File: config.mk
export PLATFORM = sky130hd
export DESIGN_NAME = pulse_period_meter
export DESIGN_NICKNAME = d
export VERILOG_FILES = /design/src/rtl/pulse_pkg.sv /design/src/rtl/pulse_period_meter_edge_detector.sv /design/src/rtl/pulse_period_meter.sv
export SDC_FILE = /design/constraint.sdc
export NUM_CORES = 1
export LEC_CHECK = 0
export BUFFER_PORTS_ARGS = -buffer_cell sky130_fd_sc_hd__buf_2
export CAP_MARGIN = 15
export CORE_UTILIZATION = 48
export DETAILED_ROUTE_END_ITERATION = 7
export PLACE_DENSITY = 0.69
export SETUP_SLACK_MARGIN = 0.02
export SYNTH_ARGS = -nofsm -noshare
export SYNTH_HDL_FRONTEND = slang
export SYNTH_HIERARCHICAL = 1
export SYNTH_SLANG_ARGS = --single-unit
File: constraint.sdc
create_clock -name clk -period 2.8 [get_ports clk]
set_input_delay 0.56 -clock clk [delete_from_list [all_inputs] [get_ports clk]]
set_output_delay 0.56 -clock clk [all_outputs]
set_load 0.1 [all_outputs]
File: src/rtl/pulse_pkg.sv
// Shared definitions for the pulse_generator / pulse measurement family.
package pulse_pkg;

    // Measurement FSM states shared by the pulse-family blocks.
    typedef enum logic [1:0] {
        IDLE      = 2'd0,
        ARMED     = 2'd1,
        MEASURING = 2'd2
    } state_t;

endpackage : pulse_pkg

File: src/rtl/pulse_period_meter_edge_detector.sv
// Rising-edge detector: keeps a one-cycle delayed copy of the pulse stream.
module edge_detector (
    input  logic clk,
    input  logic rst,
    input  logic in,
    output logic rising
);

    logic in_q;

    // Delay the input every cycle so an edge is never seen on a level already high.
    always_ff @(posedge clk) begin
        if (rst) begin
            in_q <= 1'b0;
        end else begin
            in_q <= in;
        end
    end

    assign rising = in & ~in_q;

endmodule : edge_detector

File: src/rtl/pulse_period_meter.sv
// Measures rising-edge-to-rising-edge spacing of a pulse stream in clk cycles,
// with a one-cycle valid strobe and a sticky timeout when no edge arrives in time.
module pulse_period_meter
    import pulse_pkg::*;
#(
    parameter int N = 4
) (
    input  logic         clk,
    input  logic         rst,
    input  logic         ena,
    input  logic         in,
    output logic [N-1:0] period,
    output logic         valid,
    output logic         timeout
);

    // Largest count the counter may hold; reaching it without an edge is a timeout.
    localparam logic [N-1:0] CNT_MAX = {N{1'b1}};
    localparam logic [N-1:0] CNT_ONE = {{(N-1){1'b0}}, 1'b1};

    state_t       state_q;
    logic [N-1:0] cnt_q;
    logic [N-1:0] period_q;
    logic         valid_q;
    logic         timeout_q;
    logic         rising;

    edge_detector u_edge (
        .clk    (clk),
        .rst    (rst),
        .in     (in),
        .rising (rising)
    );

    // Measurement FSM; counter, period, strobe and timeout all update here.
    always_ff @(posedge clk) begin
        if (rst) begin
            state_q   <= IDLE;
            cnt_q     <= '0;
            period_q  <= '0;
            valid_q   <= 1'b0;
            timeout_q <= 1'b0;
        end else if (!ena) begin
            // Disabling abandons any measurement but keeps the last period.
            state_q   <= IDLE;
            cnt_q     <= '0;
            valid_q   <= 1'b0;
            timeout_q <= 1'b0;
        end else begin
            valid_q <= 1'b0;
            case (state_q)
                IDLE: begin
                    cnt_q   <= '0;
                    state_q <= ARMED;
                end
                ARMED: begin
                    // First edge only starts the count; no period exists yet.
                    if (rising) begin
                        cnt_q   <= CNT_ONE;
                        state_q <= MEASURING;
                    end
                end
                MEASURING: begin
                    // An edge wins over saturation in the same cycle.
                    if (rising) begin
                        period_q  <= cnt_q;
                        valid_q   <= 1'b1;
                        cnt_q     <= CNT_ONE;
                        timeout_q <= 1'b0;
                    end else if (cnt_q == CNT_MAX) begin
                        timeout_q <= 1'b1;
                        cnt_q     <= '0;
                        state_q   <= ARMED;
                    end else begin
                        cnt_q <= cnt_q + CNT_ONE;
                    end
                end
                default: begin
                    cnt_q   <= '0;
                    state_q <= IDLE;
                end
            endcase
        end
    end

    assign period  = period_q;
    assign valid   = valid_q;
    assign timeout = timeout_q;

endmodule : pulse_period_meter

# Word level (Yosys, flattened, before mapping)
# Index checks and enable logic that the tools add are counted.
dict set report classes {
  add_sub_neg 1
  eq_ne 6
  n_mux 11
  bitwise_logic 4
  reduce_logical 7
}
# operator n
set op_table {}
lappend op_table {{$mux 4} 3}
lappend op_table {{$pmux 4 s2} 1}
lappend op_table {{$mux 2} 3}
lappend op_table {{$ne 2x2->1 const B} 3}
lappend op_table {{$pmux 2 s3} 1}
lappend op_table {{$reduce_and 3->1} 2}
lappend op_table {{$add 4x1->4 const B} 1}
lappend op_table {{$eq 4x4->1 const B} 1}
lappend op_table {{$mux 1} 3}
lappend op_table {{$not 1->1} 3}
lappend op_table {{$reduce_or 3->1} 1}
lappend op_table {{$eq 2x1->1 const B} 1}
lappend op_table {{$eq 2x2->1 const B} 1}
lappend op_table {{$logic_not 2->1} 1}
lappend op_table {{$reduce_and 2->1} 1}
lappend op_table {{$reduce_bool 2->1} 1}
lappend op_table {{$reduce_or 2->1} 1}
lappend op_table {{$and 1x1->1} 1}
dict set report totals {
  regBits 13
  output_inout_bits 6
}

# Longest topological paths before layout
# Gate-level depths: netlist of the first run.
dict set report logic_depth {
  depth_word 4
  depth_mapped 6
  ltp_nobuf 5
}

# Hierarchy
# Netlist of the first run, hierarchy kept.
# module instances cells_per_inst area_each_um2 seq_area_each_um2
set by_module_without_submodules {}
lappend by_module_without_submodules {pulse_period_meter 1 68 631.9 240.2}
lappend by_module_without_submodules {edge_detector 1 3 47.5 20.0}

# Worst setup path after synthesis of the first run
# No wires, ideal clock.
dict set report synth_path {
  path_type {register to output}
  from {reg timeout_q, in the netlist timeout}
  to {out timeout}
  t_arrival_ns 0.925
  t_required_ns 2.240
  path_slack_ns 1.315
  path_stages_with_launch 1
  path_cell_list {dfxtp_1}
}
# item line
set synth_lines {}
lappend synth_lines {{start: declaration} pulse_period_meter.sv:25} ;# logic timeout_q;
lappend synth_lines {{start signal: assignment} pulse_period_meter.sv:42} ;# timeout_q <= 1'b0;
lappend synth_lines {{start signal: assignment} pulse_period_meter.sv:48} ;# timeout_q <= 1'b0;
lappend synth_lines {{start signal: assignment} pulse_period_meter.sv:69} ;# timeout_q <= 1'b0;
lappend synth_lines {{end: declaration} pulse_period_meter.sv:14} ;# output logic timeout
# No word-level cell between the ends.

# Final worst setup path of the first run
dict set report layout_path {
  from {reg state_q[0]}
  to {reg cnt_q[3]}
}
dict set report layout_between {
  elab_chain_len 2
  word_cells_on_any_way 4
  cone_classes {3 x eq/ne; 1 x mux}
}
# item line
set layout_lines {}
lappend layout_lines {{start: declaration} pulse_period_meter.sv:21} ;# state_t state_q;
lappend layout_lines {{start signal: assignment} pulse_period_meter.sv:38} ;# state_q <= IDLE;
lappend layout_lines {{start signal: assignment} pulse_period_meter.sv:45} ;# state_q <= IDLE;
lappend layout_lines {{start signal: assignment} pulse_period_meter.sv:54} ;# state_q <= ARMED;
lappend layout_lines {{$eq 2x2->1 or $eq 2x1->1 (tied branches)} pulse_period_meter.sv:51} ;# case (state_q)
lappend layout_lines {{$pmux 4 s2 or $ne 2x2->1 (tied branches)} n/a}
lappend layout_lines {{end signal: assignment} pulse_period_meter.sv:75} ;# cnt_q <= cnt_q + CNT_ONE;
lappend layout_lines {{end: declaration} pulse_period_meter.sv:22} ;# logic [N-1:0] cnt_q;
# Parallel ways exist; a longest one is shown, timed or not.
# A chain may end at the register's enable or synchronous reset.

==> results_dict.tcl, run 1 <==
set metrics [dict create \
    die_h_microns 39.6 \
    crit_required_ns 3.00 \
    diodes 0 \
    wl_met2_microns 577 \
    startpoint_type "register" \
    cts_resized 0 \
    cp_max_fo 12 \
    routabilityCongestion 0.839 \
    setup_viol 0 \
    die_x_microns 39.6 \
    timing.fmax_ghz 0.584 \
    cp_num_buf_inv 2 \
    reg2reg_slack_ns 1.09 \
    critPathKind "register to register" \
    vdd_drop_max_mv 0.196 \
    reg2reg_depth 5 \
    syn_inst 71 \
    placement.io_buffers 9 \
    p_leak_nw 0.334 \
    drtIter0Drc 16 \
    cts_htree_levels 1 \
    reg2reg_from "state_q[0]" \
    cts_hold_buf 0 \
    first_global_vias 462 \
    fin_util 0.584 \
    detail-route-antenna-nets 0 \
    synth_compound_area_frac 0.166 \
    rsz0062_at_grt "false" \
    wl_per_cell_microns 13.1 \
    hold_start "period[0]" \
    layout-drive-gt1-share 0.207 \
    ys_seq_area_frac 0.383 \
    cp_top_family "simple AND/OR/NAND/NOR gates" \
    core_sq_mm 0.00130 \
    ios 10 \
    hold_viol 0 \
    yosys_warnings 6 \
    ys_ff_latch 13 \
    final_common_cell "dfxtp_1" \
    drt-met1-wl_microns 618 \
    crit_chain "inv_1 -> ha_1 -> inv_1 -> or4_1 -> a31oi_1" \
    insertion_delay_ns 0.27 \
    netlist_area_sq_um 679 \
    root_buffer "clkbuf_4" \
    max_stage_delay_ns 0.48 \
    grt_use_total 0.203 \
    synth_cell_types 28 \
    dr.pass1.iters 4 \
    cellPowerDensity_mw_per_mm2 447 \
    finClkSkew_ns 0.00146 \
    drt_wl_total_microns 1270 \
    critPathSlowestCell "or4_1" \
    post-route-period-util 0.611 \
    nets 93 \
    worstMarginPinSlew_ns 0.483 \
    vias 560 \
    slew-limit-headroom 0.680 \
    wl_met3_microns 53 \
    synth_simple_gate_area_frac 0.228 \
    drt-vias-per-instance 5.77 \
    multi_input_area_sq_um 394 \
    start_util 0.522 \
    clock-sinks 13 \
    seqCellArea_sq_um 260 \
    r2r_end "cnt_q[3]" \
    grt_max_degree 13 \
    clk_path_buf_depth 2 \
    fillers 127 \
    cp_common_cell "inv_1" \
    status "completed" \
    tns_ns 0 \
    antenna_found_initial 0 \
    crit_path_end_kind "register" \
    topRoutingLayerUsed "met4" \
    die_area_sq_mm 0.00157 \
    cts-buffers-inserted 3 \
    syn_to_final_growth_pct 11.8 \
    synth_xor_area_frac 0 \
    syn_nets 81 \
    hold_depth 2 \
    cts_tree "yes" \
    synth_top_family_by_area "simple AND/OR/NAND/NOR gates" \
    clk_pin_slew_ns 0.08 \
    crit_arrival_ns 1.91 \
    synth_fa_ha_area_frac 0.110 \
    hold_ws_ns 0.501 \
    period_needed_ns 1.71 \
    place_hpwl_microns 919 \
    synth.avg_cell_area_sq_um 9.57 \
    hp-class "register to register" \
    drv_slew 0 \
    layout_common_cells "13 x dfxtp_1, 9 x buf_2, 6 x ha_1" \
    synthMuxAreaShare 0.0755 \
    grt_pass1_wl_microns 2050 \
    num_rows 13 \
    grt-ovfl-total 0 \
    hold_end "period[0]" \
    drc 0 \
    maxCapViolCount 0 \
    cts_post_setup_buffers_inserted 0 \
]
==> report_power, final <==
part | total (mW) | leakage, nW | switching [mW] | internal (mW)
Combinational | 0.0325 | 0.214 | 0.0189 | 0.0136
Clock | 0.116 | 0.0150 | 0.0612 | 0.0552
Sequential | 0.190 | 0.105 | 0.00311 | 0.187
Total | 0.339 | 0.334 | 0.0832 | 0.256
==> layer usage <==
| metal | track usage | vias to the layer above |
|---|---|---|
| met2 | 0.295 | 17 |
| met1 | 0.259 | 258 |
| met5 | 0 | - |
| li1 | - | 281 |
| met4 | 0.129 | 0 |
| met3 | 0.0511 | 4 |
==> worst register-to-register path, cell delays in order (launching register included) <==
cell,delay (ns)
dfxtp_1,0.37
inv_1,0.10
ha_1,0.40
inv_1,0.13
or4_1,0.48
a31oi_1,0.17
==> state kept, by name, summed over array words and instances (netlist names) <==
name,flops
cnt_q,4
period,4
valid,1
u_edge/in_q,1
state_q,2
timeout,1
==> worst max path at each step <==
stage | startpoint | endpoint | slack, ns | depth (start not counted)
finish | state_q[0] | cnt_q[3] | 1.09 | 5
global route | state_q[0] | cnt_q[3] | 0.98 | 5
CTS | state_q[0] | cnt_q[3] | 1.11 | 5
detailed placement | state_q[0] | cnt_q[3] | 1.13 | 5
global placement | state_q[0] | cnt_q[3] | 1.18 | 5
floorplan | timeout | timeout | 1.32 | 0
==> through the flow <==
step	power [mW]	std cells	cell area [sq um]	setup WS [ns]
after floorplan	0.218	71	679	1.32
after global placement	0.227	93	733	1.18
after detailed placement	0.227	93	733	1.13
after CTS	0.343	97	759	1.11
after global routing	0.358	97	759	0.977
final	0.339	97	759	1.09
==> logic make-up after synthesis <==
logic type | after synthesis
AO/OA/AOI/OAI | 16
adder cells (fa/ha/maj) | 6
buffers and inverters | 6
flip-flops | 13
multiplexers | 5
AND/OR/NAND/NOR | 25
==> cell usage after synthesis <==
cell type | instances | area [sq um]
dfxtp_1 | 13 | 260
ha_1 | 6 | 75.1
a21oi_1 | 5 | 25.0
nand2_1 | 5 | 18.8
nor2_1 | 5 | 18.8
inv_1 | 4 | 15.0
mux2i_1 | 4 | 40.0
nand3_1 | 3 | 15.0
a2bb2oi_1 | 2 | 17.5
a31oi_1 | 2 | 12.5
buf_2 | 2 | 10.0
nand4_1 | 2 | 12.5
nor2b_4 | 2 | 27.5
o221ai_1 | 2 | 17.5
a211oi_1 | 1 | 7.51
a41oi_1 | 1 | 8.76
and3b_1 | 1 | 8.76
and4b_1 | 1 | 10.0
mux2_2 | 1 | 11.3
nand2b_1 | 1 | 6.26
nand3_2 | 1 | 10.0
nor2b_1 | 1 | 6.26
nor3b_1 | 1 | 7.51
o2111ai_1 | 1 | 8.76
o21ai_0 | 1 | 5.00
o21ba_2 | 1 | 10.0
or2_1 | 1 | 6.26
or4_1 | 1 | 7.51
==> cell type report <==
| type | count | share of cell area |
|---|---|---|
| multi-input combinational | 52 | 0.519 |
| timing repair buffer | 9 | 0.0593 |
| clock buffer | 4 | 0.0346 |
| tap | 15 | 0.0247 |
| inverter | 4 | 0.0198 |
| sequential | 13 | 0.343 |
Note: power is estimated with default switching activity, not from simulation.
==> run 2: changes to the inputs <==
CORE_UTILIZATION = 47   (was 48)
PLACE_DENSITY = 0.7   (was 0.69)
clock period = 1.4 ns   (was 2.8 ns; I/O delays follow)
==> run 2 against run 1 <==
  * Worst setup slack got worse by 1.0 ns
  * Routed wire length increased by 12%
  * Critical path depth fell by 4
  * Cell count rose by 8.2%
  * Sequential share of layout area shrank 2.7 points
  * Critical endpoint is now timeout
  * Highest routed layer unchanged
==> results_dict.tcl, run 2 (synthesized netlist as in run 1, its figures left out) <==
set metrics [dict create \
    nets 101 \
    antenna_found_initial 0 \
    drt-vias-per-instance 5.76 \
    critPathKind "register to primary output" \
    die_h_microns 40.0 \
    drc 0 \
    hp-class "primary input to register" \
    core_sq_mm 0.00132 \
    syn_to_final_growth_pct 24.9 \
    fillers 125 \
    clk_pin_slew_ns 0.08 \
    pwr-share-comb 0.123 \
    power_frac_clock 0.335 \
    clk_path_buf_depth 2 \
    slew-limit-headroom 0.679 \
    crit_required_ns 1.12 \
    placed_area_sq_um 801 \
    hold_end "u_edge/in_q" \
    placement.io_buffers 9 \
    insertion_delay_ns 0.28 \
    finClkSkew_ns 0.00541 \
    grt-ovfl-total 0 \
    cp_num_buf_inv 1 \
    crit_arrival_ns 1.04 \
    grt_pass1_wl_microns 2210 \
    crit_path_end_kind "primary output" \
    cellPowerDensity_mw_per_mm2 824 \
    layout-drive-gt1-share 0.367 \
    die_x_microns 40.0 \
    timing.fmax_ghz 0.760 \
    grt_use_total 0.221 \
    cts_tree "yes" \
    period_needed_ns 1.32 \
    dr.pass1.iters 4 \
    cts_htree_levels 1 \
    reg2reg_depth 4 \
    grt_max_degree 10 \
    num_rows 13 \
    power_uw 699 \
    reg2reg_from "state_q[1]" \
    vdd_drop_max_mv 0.407 \
    layout_common_cells "11 x dfxtp_1, 9 x buf_2, 8 x buf_4" \
    p_leak_nw 0.376 \
    root_buffer "clkbuf_4" \
    startpoint_type "register" \
    first_global_vias 521 \
    hold_viol 0 \
    wl_per_cell_microns 13.6 \
    worstMarginPinSlew_ns 0.484 \
    drtIter0Drc 18 \
    detail-route-antenna-nets 0 \
    diodes 0 \
    r2r_end "cnt_q[3]" \
    post-route-period-util 0.940 \
    seqPwrFrac 0.542 \
    drv_slew 0 \
    reg2reg_slack_ns 0.08 \
    status "completed" \
    switching_share 0.251 \
    routabilityCongestion 0.847 \
    ios 10 \
    crit_chain "buf_2" \
    p_int_uw 524 \
    start_util 0.516 \
    cp_top_family "buffers and inverters" \
    cts_hold_buf 0 \
    max_stage_delay_ns 0.42 \
    hold_start "in" \
    critPathSlowestCell "buf_2" \
    die_area_sq_mm 0.00160 \
    final_common_cell "dfxtp_1" \
    final_area_sq_um 848 \
    cp_max_fo 2 \
    drt_wl_total_microns 1430 \
    clock-sinks 13 \
    setup_viol 0 \
    vias 605 \
    maxCapViolCount 0 \
    power.switching_uw 175 \
    tns_ns 0 \
    cts-buffers-inserted 3 \
    rsz0062_at_grt "false" \
    place_hpwl_microns 1050 \
    hold_depth 2 \
]
## run 2: cell types whose count changed in the layout (fill, tap and decap cells not counted), moves of 2 or more
cell and delta:
buf_4 +8, dfxtp_1 -2, dfxtp_4 +2, ha_1 -2, inv_1 -2, inv_2 +2
## run 2: power groups by stage
stage	Sequential, mW	Combinational, mW	Clock, mW
floorplan	0.389	0.0475	0
global placement	0.388	0.0791	0
detailed placement	0.389	0.0811	0
CTS	0.381	0.0816	0.246
global route	0.380	0.0917	0.262
finish	0.379	0.0859	0.234
## run 2: what timing repair did
action | in CTS | in global routing
resized for setup | 3 | 7
endpoints found under the setup margin | 3 | 3
pin swaps | 0 | 1
buffers inserted | 0 | 0
## run 2: cell type report
cell class / instances / area (sq um) / share of cell area
multi-input cells: 52 / 415 / 0.490
flip-flops and latches: 13 / 268 / 0.316
repair buffers: 17 / 105 / 0.124
clock buffers: 4 / 26.3 / 0.0310
well taps: 15 / 18.8 / 0.0221
inverters: 4 / 15.0 / 0.0177
## run 2: worst max path at each step
stage	startpoint	endpoint	slack (ns)	depth (start not counted)
floorplan	state_q[1]	cnt_q[3]	0.04	4
global placement	state_q[1]	cnt_q[3]	0.03	4
detailed placement	state_q[1]	cnt_q[3]	-0.01	4
CTS	state_q[0]	cnt_q[3]	0.03	5
global route	period[2]	period[2]	0.03	1
finish	timeout	timeout	0.08	1
## run 2: layer usage
metal  track usage  routed length, microns
met3        0.0500                      64
met2         0.383                     688
met4         0.155                      38
met1         0.233                     638
met5             0                       0
## run 2: through the flow
step	utilization	worst slack (ns)	hold slack, ns	instances
floorplan	-	0.0415	0.344	71
global placement	0.608	0.0295	0.470	101
detailed placement	0.608	-0.00963	0.487	101
CTS	0.632	0.0295	0.220	105
global route	0.644	0.0304	0.224	105
finish	0.644	0.0840	0.226	105
